[src/rtl/spi_master_if.sv]
// Host-side bus of spi_master: SPI pins, transaction request fields and the
// byte-buffer port, bundled with a master view (the controller) and a slave view.
interface spi_master_if #(
  parameter int COMMAND_SIZE = 6,
  parameter int AW           = 6
);
  logic                         sclk;
  logic                         cs_n;
  logic                         mosi;
  logic                         miso;
  logic [COMMAND_SIZE-1:0][7:0] cmd;
  logic                         op;
  logic [AW-1:0]                size;
  logic                         start;
  logic [AW-1:0]                address;
  logic [7:0]                   data_in;
  logic [7:0]                   data_out;
  logic                         wr;
  logic                         busy;
  logic                         done;

  modport master (
    output sclk, cs_n, mosi, address, data_out, wr, busy, done,
    input  miso, cmd, op, size, start, data_in
  );

  modport slave (
    input  sclk, cs_n, mosi, address, data_out, wr, busy, done,
    output miso, cmd, op, size, start, data_in
  );
endinterface

[src/rtl/spi_master.sv]
// SPI mode-0 master: sends COMMAND_SIZE command bytes, one 0xFF gap byte, then
// writes size+1 buffer bytes to the responder or reads size+1 bytes into the buffer.
module spi_master #(
  parameter int COMMAND_SIZE         = 6,
  parameter int MEMORY_SIZE_IN_BYTES = 64,
  parameter int CLK_DIV              = 4
) (
  input  logic          clk,
  input  logic          rst_n,
  spi_master_if.master  bus
);
  localparam int AW  = $clog2(MEMORY_SIZE_IN_BYTES);
  localparam int DW  = $clog2(CLK_DIV);
  localparam int CIW = $clog2(COMMAND_SIZE + 1);
  localparam int CMW = 8 * COMMAND_SIZE;
  localparam logic [DW-1:0]  DIV_LAST = DW'(CLK_DIV - 1);
  localparam logic [CIW-1:0] CMD_LAST = CIW'(COMMAND_SIZE - 1);

  typedef enum logic [2:0] {IDLE, COMMAND, GAP, WRITE, READ} state_t;

  state_t         state_q, state_d;
  logic [DW-1:0]  div_q, div_d;
  logic [2:0]     bit_q, bit_d;
  logic [AW-1:0]  byte_q, byte_d;
  logic [CIW-1:0] cidx_q, cidx_d;
  logic [CMW-1:0] cmd_sr_q, cmd_sr_d;
  logic [6:0]     tx_q, tx_d;
  logic [6:0]     rx_q, rx_d;
  logic           op_q, op_d;
  logic [AW-1:0]  size_q, size_d;
  logic           adv_q, adv_d;
  logic           sclk_q, sclk_d;
  logic           cs_n_q, cs_n_d;
  logic           mosi_q, mosi_d;
  logic [AW-1:0]  address_q, address_d;
  logic [7:0]     data_out_q, data_out_d;
  logic           wr_q, wr_d;
  logic           busy_q, busy_d;
  logic           done_q, done_d;

  logic tick, rise, fall, boundary;

  always_ff @(posedge clk or negedge rst_n) begin
    if (!rst_n) begin
      state_q    <= IDLE;
      div_q      <= '0;
      bit_q      <= '0;
      byte_q     <= '0;
      cidx_q     <= '0;
      cmd_sr_q   <= '0;
      tx_q       <= '0;
      rx_q       <= '0;
      op_q       <= 1'b0;
      size_q     <= '0;
      adv_q      <= 1'b0;
      sclk_q     <= 1'b0;
      cs_n_q     <= 1'b1;
      mosi_q     <= 1'b1;
      address_q  <= '0;
      data_out_q <= '0;
      wr_q       <= 1'b0;
      busy_q     <= 1'b0;
      done_q     <= 1'b0;
    end else begin
      state_q    <= state_d;
      div_q      <= div_d;
      bit_q      <= bit_d;
      byte_q     <= byte_d;
      cidx_q     <= cidx_d;
      cmd_sr_q   <= cmd_sr_d;
      tx_q       <= tx_d;
      rx_q       <= rx_d;
      op_q       <= op_d;
      size_q     <= size_d;
      adv_q      <= adv_d;
      sclk_q     <= sclk_d;
      cs_n_q     <= cs_n_d;
      mosi_q     <= mosi_d;
      address_q  <= address_d;
      data_out_q <= data_out_d;
      wr_q       <= wr_d;
      busy_q     <= busy_d;
      done_q     <= done_d;
    end
  end

  always_comb begin
    state_d    = state_q;
    div_d      = div_q;
    bit_d      = bit_q;
    byte_d     = byte_q;
    cidx_d     = cidx_q;
    cmd_sr_d   = cmd_sr_q;
    tx_d       = tx_q;
    rx_d       = rx_q;
    op_d       = op_q;
    size_d     = size_q;
    adv_d      = 1'b0;
    sclk_d     = sclk_q;
    cs_n_d     = cs_n_q;
    mosi_d     = mosi_q;
    address_d  = address_q;
    data_out_d = data_out_q;
    wr_d       = 1'b0;
    busy_d     = busy_q;
    done_d     = 1'b0;

    tick     = (div_q == DIV_LAST);
    rise     = tick && !sclk_q;
    fall     = tick && sclk_q;
    // bit_q wraps 0 -> 7 on the bit-0 rise, so a fall seeing 7 ends a byte
    boundary = fall && (bit_q == 3'd7);

    if (state_q == IDLE) begin
      // a start in the same cycle as done is dropped on purpose
      if (bus.start && !done_q) begin
        state_d   = COMMAND;
        cmd_sr_d  = bus.cmd >> 8;
        mosi_d    = bus.cmd[0][7];
        tx_d      = bus.cmd[0][6:0];
        op_d      = bus.op;
        size_d    = bus.size;
        cs_n_d    = 1'b0;
        busy_d    = 1'b1;
        div_d     = '0;
        bit_d     = 3'd7;
        byte_d    = '0;
        cidx_d    = '0;
        rx_d      = '0;
        address_d = '0;
      end
    end else begin
      div_d = tick ? '0 : div_q + 1'b1;
      if (tick) sclk_d = !sclk_q;
      // the buffer address runs one byte ahead of the byte being shifted out
      if (adv_q) address_d = byte_q + 1'b1;

      if (rise) begin
        rx_d  = {rx_q[5:0], bus.miso};
        bit_d = bit_q - 1'b1;
        if (state_q == READ && bit_q == 3'd0) begin
          data_out_d = {rx_q, bus.miso};
          address_d  = byte_q;
          wr_d       = 1'b1;
        end
      end

      if (fall && !boundary) begin
        mosi_d = tx_q[6];
        tx_d   = {tx_q[5:0], 1'b1};
      end

      if (boundary) begin
        unique case (state_q)
          COMMAND: begin
            if (cidx_q == CMD_LAST) begin
              state_d   = GAP;
              mosi_d    = 1'b1;
              tx_d      = '1;
              address_d = '0;
            end else begin
              cidx_d   = cidx_q + 1'b1;
              mosi_d   = cmd_sr_q[7];
              tx_d     = cmd_sr_q[6:0];
              cmd_sr_d = cmd_sr_q >> 8;
            end
          end
          GAP: begin
            byte_d = '0;
            if (op_q) begin
              state_d = WRITE;
              mosi_d  = bus.data_in[7];
              tx_d    = bus.data_in[6:0];
              adv_d   = 1'b1;
            end else begin
              state_d = READ;
              mosi_d  = 1'b1;
              tx_d    = '1;
            end
          end
          default: begin
            if (byte_q == size_q) begin
              state_d = IDLE;
              sclk_d  = 1'b0;
              cs_n_d  = 1'b1;
              busy_d  = 1'b0;
              done_d  = 1'b1;
              mosi_d  = 1'b1;
              tx_d    = '0;
              div_d   = '0;
            end else begin
              byte_d = byte_q + 1'b1;
              if (state_q == WRITE) begin
                mosi_d = bus.data_in[7];
                tx_d   = bus.data_in[6:0];
                adv_d  = 1'b1;
              end else begin
                mosi_d = 1'b1;
                tx_d   = '1;
              end
            end
          end
        endcase
      end
    end
  end

  assign bus.sclk     = sclk_q;
  assign bus.cs_n     = cs_n_q;
  assign bus.mosi     = mosi_q;
  assign bus.address  = address_q;
  assign bus.data_out = data_out_q;
  assign bus.wr       = wr_q;
  assign bus.busy     = busy_q;
  assign bus.done     = done_q;
endmodule

[src/flat_wrapper.sv]
// flat-port wrapper written by rule: the top's interface ports become plain ports
module spi_master_flat 
#(
  parameter int COMMAND_SIZE         = 6,
  parameter int MEMORY_SIZE_IN_BYTES = 64,
  parameter int CLK_DIV              = 4
)
  (clk, rst_n, bus_sclk, bus_cs_n, bus_mosi, bus_address, bus_data_out, bus_wr, bus_busy, bus_done, bus_miso, bus_cmd, bus_op, bus_size, bus_start, bus_data_in);
  spi_master_if #(.COMMAND_SIZE(COMMAND_SIZE), .AW((6))) bus_i ();
  input  logic clk;
  input  logic rst_n;
  output wire logic [$bits(bus_i.sclk)-1:0] bus_sclk;
  output wire logic [$bits(bus_i.cs_n)-1:0] bus_cs_n;
  output wire logic [$bits(bus_i.mosi)-1:0] bus_mosi;
  output wire logic [$bits(bus_i.address)-1:0] bus_address;
  output wire logic [$bits(bus_i.data_out)-1:0] bus_data_out;
  output wire logic [$bits(bus_i.wr)-1:0] bus_wr;
  output wire logic [$bits(bus_i.busy)-1:0] bus_busy;
  output wire logic [$bits(bus_i.done)-1:0] bus_done;
  input wire logic [$bits(bus_i.miso)-1:0] bus_miso;
  input wire logic [$bits(bus_i.cmd)-1:0] bus_cmd;
  input wire logic [$bits(bus_i.op)-1:0] bus_op;
  input wire logic [$bits(bus_i.size)-1:0] bus_size;
  input wire logic [$bits(bus_i.start)-1:0] bus_start;
  input wire logic [$bits(bus_i.data_in)-1:0] bus_data_in;
  assign bus_sclk = bus_i.sclk;
  assign bus_cs_n = bus_i.cs_n;
  assign bus_mosi = bus_i.mosi;
  assign bus_address = bus_i.address;
  assign bus_data_out = bus_i.data_out;
  assign bus_wr = bus_i.wr;
  assign bus_busy = bus_i.busy;
  assign bus_done = bus_i.done;
  assign bus_i.miso = bus_miso;
  assign bus_i.cmd = bus_cmd;
  assign bus_i.op = bus_op;
  assign bus_i.size = bus_size;
  assign bus_i.start = bus_start;
  assign bus_i.data_in = bus_data_in;
  spi_master #(.COMMAND_SIZE(COMMAND_SIZE), .MEMORY_SIZE_IN_BYTES(MEMORY_SIZE_IN_BYTES), .CLK_DIV(CLK_DIV)) u_core (.clk(clk), .rst_n(rst_n), .bus(bus_i));
endmodule
[config.mk]
export PLATFORM = sky130hd
export DESIGN_NAME = spi_master_flat
export DESIGN_NICKNAME = d
export VERILOG_FILES = /design/src/rtl/spi_master_if.sv /design/src/rtl/spi_master.sv /design/src/flat_wrapper.sv
export SDC_FILE = /design/constraint.sdc
export NUM_CORES = 1
export LEC_CHECK = 0
export BUFFER_PORTS_ARGS = -buffer_cell sky130_fd_sc_hd__clkbuf_2
export CORE_MARGIN = 2
export CORE_UTILIZATION = 51
export CTS_CLUSTER_DIAMETER = 60
export DETAILED_ROUTE_END_ITERATION = 6
export GPL_ROUTABILITY_DRIVEN = 0
export GPL_TIMING_DRIVEN = 0
export PLACE_DENSITY = 0.82
export SLEW_MARGIN = 20
export SYNTH_ARGS = -nofsm -noshare
export SYNTH_HDL_FRONTEND = slang
export SYNTH_SLANG_ARGS = --single-unit
[constraint.sdc]
create_clock -name clk -period 2 [get_ports clk]
set_input_delay 0.4 -clock clk [delete_from_list [all_inputs] [get_ports clk]]
set_output_delay 0.4 -clock clk [all_outputs]
set_load 0.02 [all_outputs]
# Word level (Yosys, flattened, before mapping)

Index checks and enable logic that the tools add are counted.

Bits in registers: 107
Logic and storage cells: 150
Bits of input ports: 67

Reduce and logical (&&, ||, !) cells: 26
Equality and inequality tests: 14
Mux-type cells: 86
Bitwise logic cells: 1
$add $sub $neg: 4

Operator list:

| cell                                                  | number |
|---|---|
| two-way mux 48 bit                                    | 5 |
| two-way mux 7 bit                                     | 11 |
| two-way mux 6 bit                                     | 11 |
| two-way mux 3 bit                                     | 14 |
| two-way mux 1 bit                                     | 34 |
| AND reduction 4 bit                                   | 4 |
| one-hot mux 7 bit (2 select lines)                    | 1 |
| two-way mux 2 bit                                     | 6 |
| one-hot mux 6 bit (2 select lines)                    | 1 |
| == test 3 bit, second input constant                  | 3 |
| nonzero test 2 bit                                    | 4 |
| adder 6 x 1 -> 6 bit, second input constant           | 1 |
| == test 3 x 2 -> 1 bit, second input constant         | 2 |
| == test 6 bit                                         | 1 |
| logical AND 1 bit                                     | 6 |
| logical NOT 3 bit                                     | 2 |
| inequality test 2 x 1 -> 1 bit, second input constant | 3 |
| one-hot mux 3 bit (2 select lines)                    | 1 |
| AND reduction 2 bit                                   | 3 |
| one-hot mux 1 bit (2 select lines)                    | 2 |
| nonzero test 4 bit                                    | 1 |
| adder 3 x 1 -> 3 bit, second input constant           | 1 |
| == test 3 x 1 -> 1 bit, second input constant         | 1 |
| logical NOT 1 bit                                     | 3 |
| 10 further kinds                                      | 10 |

# Depth between registers and ports, before layout

Gate-level depths: netlist (run 1).

Word-level depth: 8
Gate-level depth with buffers: 9
Depth with buffers taken out: 8

# Least setup slack after synthesis (run 1)

No wires, ideal clock.

Path kind: reg-to-reg
Start point: register u_core.div_q[0]
End point: register u_core.address_q[5] (netlist: u_core.bus.address[5])
Cell stages (with the launch flop): 9
Buffers on the path: 0
Required time: 1878 ps
Slack: 39 ps
Arrival time: 1839 ps
Cells stage by stage: dfrtp_1 > ha_1 > ha_1 > nand4b_1 > or3_1 > inv_2 > or4b_1 > a31o_1 > o2bb2ai_1

Longest elaborated chain between the ends: 7
Elaborated cells on any way between the ends: 9
Classes of those cells: 1 x eq/ne; 5 x mux; 3 x reduce/logical

Ends and longest elaborated chain:

| what                   | RTL line          | text |
|---|---|---|
| start, declared        | spi_master.sv:22  | `logic [DW-1:0] div_q, div_d;` |
| start signal, assigned | spi_master.sv:66  | `div_q <= div_d;` |
| == test 2 bit *        | spi_master.sv:108 | `tick = (div_q == DIV_LAST);` |
| logical AND 1 bit      | spi_master.sv:109 | `rise = tick && !sclk_q;` |
| two-way mux 6 bit      | spi_master.sv:138 | `if (rise) begin` |
| two-way mux 6 bit      | spi_master.sv:156 | `if (cidx_q == CMD_LAST) begin` |
| two-way mux 6 bit      | spi_master.sv:154 | `unique case (state_q)` |
| two-way mux 6 bit *    | spi_master.sv:153 | `if (boundary) begin` |
| two-way mux 6 bit *    | spi_master.sv:114 | `if (state_q == IDLE) begin` |
| end signal, assigned   | spi_master.sv:79  | `address_q <= address_d;` |
| end, declared          | spi_master.sv:35  | `logic [AW-1:0] address_q, address_d;` |

Every way passes the cells marked *; elsewhere a longest branch is shown, timed or not.
A chain may end at the register's enable or synchronous reset.

# Worst setup path after layout (run 1)

Ends and elaborated chain as after synthesis.

==> results of run 1 <==
[critical path, stage by stage, from the launching register on]
cell and delay [ps]:
dfrtp_1 440, ha_4 210, ha_4 160, nand4b_1 70
or3_4 130, inv_2 40, or4b_4 480, a31o_1 240
o2bb2ai_2 110
[worst max path at each step]
stage                                start                                 to  slack, ps  depth (start not counted)
6_report       u_core.div_q[0]$_DFFE_PN0P_  u_core.bus.address[5]$_DFFE_PN0P_         10                          8
5_1_grt        u_core.div_q[0]$_DFFE_PN0P_  u_core.bus.address[5]$_DFFE_PN0P_        -30                          8
4_1_cts        u_core.div_q[0]$_DFFE_PN0P_  u_core.bus.address[5]$_DFFE_PN0P_          9                          8
3_5_place_dp   u_core.div_q[0]$_DFFE_PN0P_    u_core.cmd_sr_q[27]$_DFFE_PN0P_       -320                          8
3_3_place_gp                         rst_n    u_core.cmd_sr_q[32]$_DFFE_PN0P_       -670                          1
2_1_floorplan  u_core.div_q[0]$_DFFE_PN0P_  u_core.bus.address[5]$_DFFE_PN0P_         40                          8
[Yosys cell counts (all sizes together), types with 2 or more instances]
library cell  count
a21o              2
a21oi            16
a221o             2
a22o             22
a22oi             6
a31oi             3
and2              6
and3              9
and4              2
buf              21
clkbuf           11
dfrtp            97
dfstp             2
ha                9
inv              11
mux2i            35
nand2            97
nand3             7
nand4b            2
nor2             29
nor3              2
nor3b             2
o211ai            4
o21ai            75
o22ai             3
o2bb2ai           2
o31a              6
or2               2
or3               3
xnor2             2
xor2              6
[what timing repair did]
action                     4_1_cts  5_1_grt
pin swaps                        3       14
gates cloned                     3        3
hold endpoints to repair        43        0
hold buffers                     1        0
gates resized for setup         30       66
setup endpoints to repair       57       56
setup buffers                    4        9
[cells by family after synthesis]
kind of cell | Yosys count
flops | 99
buf+inv | 43
xor+xnor | 8
simple gates | 165
mux | 36
compound gates | 150
fa+ha+maj | 9
[report_power, final]
part / switching [mW] / internal (mW)
logic: 0.0651 / 0.0605
clock network: 0.769 / 0.487
registers: 0.00494 / 2.01
total: 0.839 / 2.55
[registers in the layout, summed over array words and instances (netlist names), 2 cells and up]
| register | flops |
|---|---|
| u_core.bit_q | 3 |
| u_core.bus.address | 6 |
| u_core.bus.data_out | 8 |
| u_core.byte_q | 6 |
| u_core.cidx_q | 3 |
| u_core.cmd_sr_q | 40 |
| u_core.div_q | 2 |
| u_core.rx_q | 7 |
| u_core.size_q | 6 |
| u_core.state_q | 3 |
| u_core.tx_q | 7 |
[per-stage QoR]
| stage | setup TNS, ps | worst slack (ps) |
|---|---|---|
| 2_1_floorplan | 0 | 39.2 |
| 3_3_place_gp | -74180 | -675 |
| 3_5_place_dp | -11470 | -322 |
| 4_1_cts | 0 | 8.68 |
| 5_1_grt | -203 | -34.4 |
| 6_report | 0 | 12.4 |
[metal layers]
metal,up-vias,GRT usage,wire (um)
li1,2036,-,-
met1,2102,0.299,5020
met2,162,0.406,6410
met3,29,0.0502,668
met4,0,0.101,338
met5,-,0,0
[final cells by class]
cell class / count / area (um2) / area share
Multi-Input combinational cell: 368 / 2380 / 0.384
Tap cell: 129 / 161 / 0.0260
Buffer: 31 / 245 / 0.0395
Sequential cell: 99 / 2480 / 0.400
Clock inverter: 7 / 72.6 / 0.0117
Inverter: 11 / 41.3 / 0.00665
Clock buffer: 9 / 124 / 0.0200
Timing Repair Buffer: 107 / 694 / 0.112
==> results.md, run 1 <==
* DRC Markers at 0
* Hold slack at around 220 ps
* CP Capture Type: flop
* Clock Path Buffers at 2
* Final wirelength at roughly 12,000 um
* Detail Placement HPWL at roughly 8400 um
* Post-route cell area at 6210 um2
* Worst Path Required at 2260 ps
* Post-Synth XOR/XNOR Area at 0.0141
* Die height at around 100 um
* Worst IR drop on VDD at approximately 0.48 mV
* Synth top area share at 0.490
* Post-synth ARST share at 1.00
* Area growth from synthesis to layout at 25.3%
* Top post-synthesis cells by area: dfrtp_1 49%, nand2_1 7.4%, mux2i_1 7.1%
* Hold Path Stages at 3
* Die width at between 100 and 150 um
* CTS tree: built
* Initial Util at 0.531
* Status: finished clean
* CTS clk-pin slew, worst paths at about 100 ps
* Initial antenna violation count at 0
* R2R Path Start: u_core.div_q[0]$_DFFE_PN0P_
* Post-synthesis instance total at 510
* Hold path startpoint: bus_size[1]
* Worst hold-check path type: in2reg
* Die Area at roughly 11,000 um2
* Core Util, Final at 0.665
* Post-synth top flop: dfrtp_1
* Final Hold Fails at 0
* Post-synth EDFFs at 0
* Multiplexer share of the synthesized area at 0.0730
* Mapped Nets at a little under 600
* Pre-antenna DRT Iters at 7
* Post-DRT Antenna Nets at 0
* Yosys Warn Count at 0
* Lkg Pwr at ~2.9 nW
* Final min period at around 2000 ps
* GR Overflow Total at 0
* Adder-Cell Fraction of Synth Area at 0.0227
* Placed cells at slightly above 700
* Placed Area at 5580 um2
* Vias in the first global route at approximately 4,200
* Root buf cell: clkbuf_8
* FF+latch count, synth at a little under 100
* Number of distinct library cells after synthesis at 53
* Sequential area share after synthesis at 0.501
* Non-filler cells, final at 761
* Layout Nets at roughly 700
* Setup CP Type: reg2reg
* Largest family of logic cells by synthesized area: compound AO/OA/AOI/OAI gates
* Reg-to-reg slack, setup at about 12 ps
* RR Endpoint: u_core.bus.address[5]$_DFFE_PN0P_
* Slew Limit Fails at 0
* Setup-failing EPs final at 0
* Fraction of layout cells with a size suffix above 1 at 0.299
* PnR Total Power at 3.39 mW
* I/O Buffers at 86
* First-pass GRT wire length at a little under 20,000 um
* Hold endpoint: u_core.size_q[1]$_DFFE_PN0P_
* # fillers at about 700
* Most common cell after layout, fill and taps aside: dfrtp_1
* Core Area at slightly above 9000 um2
* Worst Skew at roughly 15 ps
* I/O pin cnt at 87
* Critical Path AT at around 2300 ps
* Via density at approximately 5.7
* Most frequent cells in the layout: 95 x dfrtp_1, 90 x nand2_1, 88 x clkbuf_2, 40 x o21ai_0, 35 x mux2i_1
* Worst Max-Slew Pin Slew at ~580 ps
* Largest net degree at the start of global routing at 56
* Max-cap viol count at 0
* Relative slew margins at 0.610
* Largest area contributor in the netlist: dfrtp_1
* CTS Buf Count at 9
* Clock Latency Late Sink at roughly 370 ps
* Worst setup SP type: flop
* CTS Sinks at 99
* Wire per inst at between 15 and 20 um
* Synthesized area at between 4000 and 5000 um2
* Worst Reg2Reg Path Length in Cells at 8
* RSZ-0062 raised after global routing: true
* Simple-Gate Fraction of Synth Area at 0.153
* N_diodes at 0
* Floorplan row count at 35
* Compound-cell area share of the yosys netlist at 0.192
* Drt first-iter violations at around 230
* Tcrit/Tclk final at 0.994
* Mean Syn Cell Area at 9.71 um2
* Via Count at about 4,300
* H-tree Lvls at 3
* PwrDens at between 500 and 600 nW/um2
* Critical Path Fanout Max at 3
* Highest Clock Rate at 0.503 GHz
* Gr usage total at 0.240
Note: power is estimated with default switching activity, not from simulation.
==> run 2: changes to the inputs <==
--- a/config.mk
+++ b/config.mk
@@ -6,6 +6,7 @@
 export NUM_CORES = 1
 export LEC_CHECK = 0
 export BUFFER_PORTS_ARGS = -buffer_cell sky130_fd_sc_hd__clkbuf_2
+export CORE_ASPECT_RATIO = 1.25
 export CORE_MARGIN = 2
 export CORE_UTILIZATION = 51
 export CTS_CLUSTER_DIAMETER = 60
==> results.md, run 2 (synthesis gave the netlist of run 1 again) <==
* Slew Limit Fails at 0
* Worst Reg2Reg Path Length in Cells at 10
* I/O Buffers at 86
* N_diodes at 0
* Clock Latency Late Sink at around 350 ps
* Max FFs per register at 40
* Hold slack at ~240 ps
* Floorplan row count at 40
* Hold path startpoint: bus_size[2]
* Clock Path Buffers at 2
* # fillers at 730
* Reg-to-reg slack, setup at -170 ps
* Aggregate negative setup slack at -4050 ps
* Cell mode on critical path: ha_4
* Lkg Pwr at between 2 and 3 nW
* PwrDens at roughly 590 nW/um2
* Post-Place Worst Slack at -309 ps
* I/O pin cnt at between 80 and 90
* Initial Util at 0.521
* Biggest register: u_core.cmd_sr_q
* Setup-failing EPs final at 44
* Wire per inst at 17.8 um
* Critical Path Fanout Max at 8
* Status: finished, violations left
* Vias in the first global route at 4,453
* Layout Nets at approximately 700
* Final wirelength at approximately 13,000 um
* Buffers plus inverters on the worst setup path at 3
* Root buf cell: clkbuf_16
* RSZ-0062 raised after global routing: true
* Worst setup SP type: flop
* CTS Buf Count at 9
* H-tree Lvls at 3
* Initial antenna violation count at 0
* Via density at around 5.9
* Worst Path Required at between 2000 and 2500 ps
* Area growth from synthesis to layout at 28.3%
* Worst Skew at 9.38 ps
* Most common cell after layout, fill and taps aside: dfrtp_1
* Die height at approximately 110 um
* Hold Path Stages at 3
* Highest Clock Rate at about 0.46 GHz
* Tcrit/Tclk final at 1.08
* Hold endpoint: u_core.size_q[2]$_DFFE_PN0P_
* Violated checks: setup timing
* CTS tree: built
* Final min period at ~2200 ps
* Post-DRT Antenna Nets at 0
* First-pass GRT wire length at ~21,000 um
* PnR Total Power at ~3.8 mW
* CTS Sinks at 99
* Via Count at between 4,000 and 5,000
* Worst Max-Slew Pin Slew at approximately 570 ps
* CP Capture Type: flop
* Detail Placement HPWL at 8950 um
* Largest net degree at the start of global routing at 94
* Max-cap viol count at 0
* RR Endpoint: u_core.cmd_sr_q[18]$_DFFE_PN0P_
* GR Overflow Total at 0
* Fraction of layout cells with a size suffix above 1 at 0.315
* Worst hold-check path type: in2reg
* Max stage delay on crit path at 420 ps
* Core Area at ~9500 um2
* CTS clk-pin slew, worst paths at about 70 ps
* Critical Path AT at around 2400 ps
* Crit-path leading delay family: buffers and inverters
* Worst path slowest cell: dfrtp_1
* Gr usage total at 0.256
* Pre-antenna DRT Iters at 5
* R2R Path Start: u_core.div_q[0]$_DFFE_PN0P_
* Die Area at 10,500 um2
* Worst Setup Slack, final at -167 ps
* Most frequent cells in the layout: 96 x dfrtp_1, 89 x clkbuf_2, 79 x nand2_1, 35 x mux2i_1, 32 x o21ai_0
* Worst IR drop on VDD at 0.612 mV
* Relative slew margins at 0.621
* Setup CP Type: reg2reg
* DRC Markers at 0
* Cell Chain, Critical Path: ha_4 -> ha_4 -> and3_4 -> and2_4 -> o211ai_1 -> buf_4 -> buf_12 -> clkbuf_16 -> nand2_2 -> o21ai_1
* Die width at just over 90 um
* Drt first-iter violations at ~360
* Final Hold Fails at 0
-- run 2: changes by cell type in the layout (fill, tap and decap cells not counted), sizes merged --
cell	before	now
clkinvlp	0	2
inv	14	11
clkinv	4	1
clkbuf	107	112
buf	39	38
-- run 2: worst register-to-register path: cells and delay by family, from the launching register on --
family | cells | cell delay, ps
compound gates | 2 | 400
simple gates | 3 | 400
buf+inv | 3 | 530
flops | 1 | 420
fa+ha+maj | 2 | 350
-- run 2: routing by layer --
| metal | global-route usage | vias to the layer above | part of all wire |
|---|---|---|---|
| li1 | - | 2041 | - |
| met1 | 0.289 | 2155 | 0.36 |
| met2 | 0.450 | 196 | 0.54 |
| met3 | 0.0579 | 43 | 0.060 |
| met4 | 0.137 | 0 | 0.040 |
| met5 | 0 | - | 0 |
-- run 2: power breakdown --
| group | internal [mW] | total [mW] | leakage (nW) | switching (mW) |
|---|---|---|---|---|
| Sequential | 2.01 | 2.01 | 1.25 | 0.00599 |
| Clock | 0.881 | 1.62 | 0.126 | 0.743 |
| Combinational | 0.0606 | 0.128 | 1.58 | 0.0676 |
| Total | 2.95 | 3.77 | 2.96 | 0.817 |
-- run 2: per-stage QoR --
stage | cell area, um2 | std cells | util
3_5_place_dp | 5580 | 723 | 0.587
3_3_place_gp | 5540 | 722 | 0.583
6_report | 6360 | 758 | 0.668
5_1_grt | 6360 | 758 | 0.668
2_1_floorplan | 4950 | 510 | -
4_1_cts | 6100 | 750 | 0.641
-- run 2: layout make-up --
cell class	count	area (um2)	area share
buffer	32	254	0.0400
clock buffer	13	250	0.0394
clock inverter	3	23.8	0.00374
inverter	11	43.8	0.00689
multi-input combinational	368	2420	0.380
sequential	99	2480	0.390
tap	126	158	0.0248
timing repair buffer	106	729	0.115
-- run 2: what timing repair did --
| item | 4_1_cts | 5_1_grt |
|---|---|---|
| pin swaps | 2 | 19 |
| resized for setup | 34 | 77 |
| gates cloned | 2 | 3 |
| endpoints found under the hold margin | 6 | 0 |
| hold buffers | 1 | 0 |
| setup endpoints to repair | 54 | 62 |
| setup buffers | 8 | 5 |
-- run 2: worst max-delay path by stage --
| stage | slack, ps | endpoint | startpoint | depth (start not counted) |
|---|---|---|---|---|
| after floorplan | 40 | u_core.bus.address[5]$_DFFE_PN0P_ | u_core.div_q[0]$_DFFE_PN0P_ | 8 |
| after global placement | -650 | u_core.cmd_sr_q[31]$_DFFE_PN0P_ | rst_n | 1 |
| after detailed placement | -310 | u_core.cmd_sr_q[30]$_DFFE_PN0P_ | u_core.div_q[0]$_DFFE_PN0P_ | 8 |
| after CTS | -8 | u_core.cmd_sr_q[19]$_DFFE_PN0P_ | u_core.div_q[0]$_DFFE_PN0P_ | 10 |
| after global routing | -210 | u_core.cmd_sr_q[18]$_DFFE_PN0P_ | u_core.div_q[0]$_DFFE_PN0P_ | 10 |
| final | -170 | u_core.cmd_sr_q[18]$_DFFE_PN0P_ | u_core.div_q[0]$_DFFE_PN0P_ | 10 |
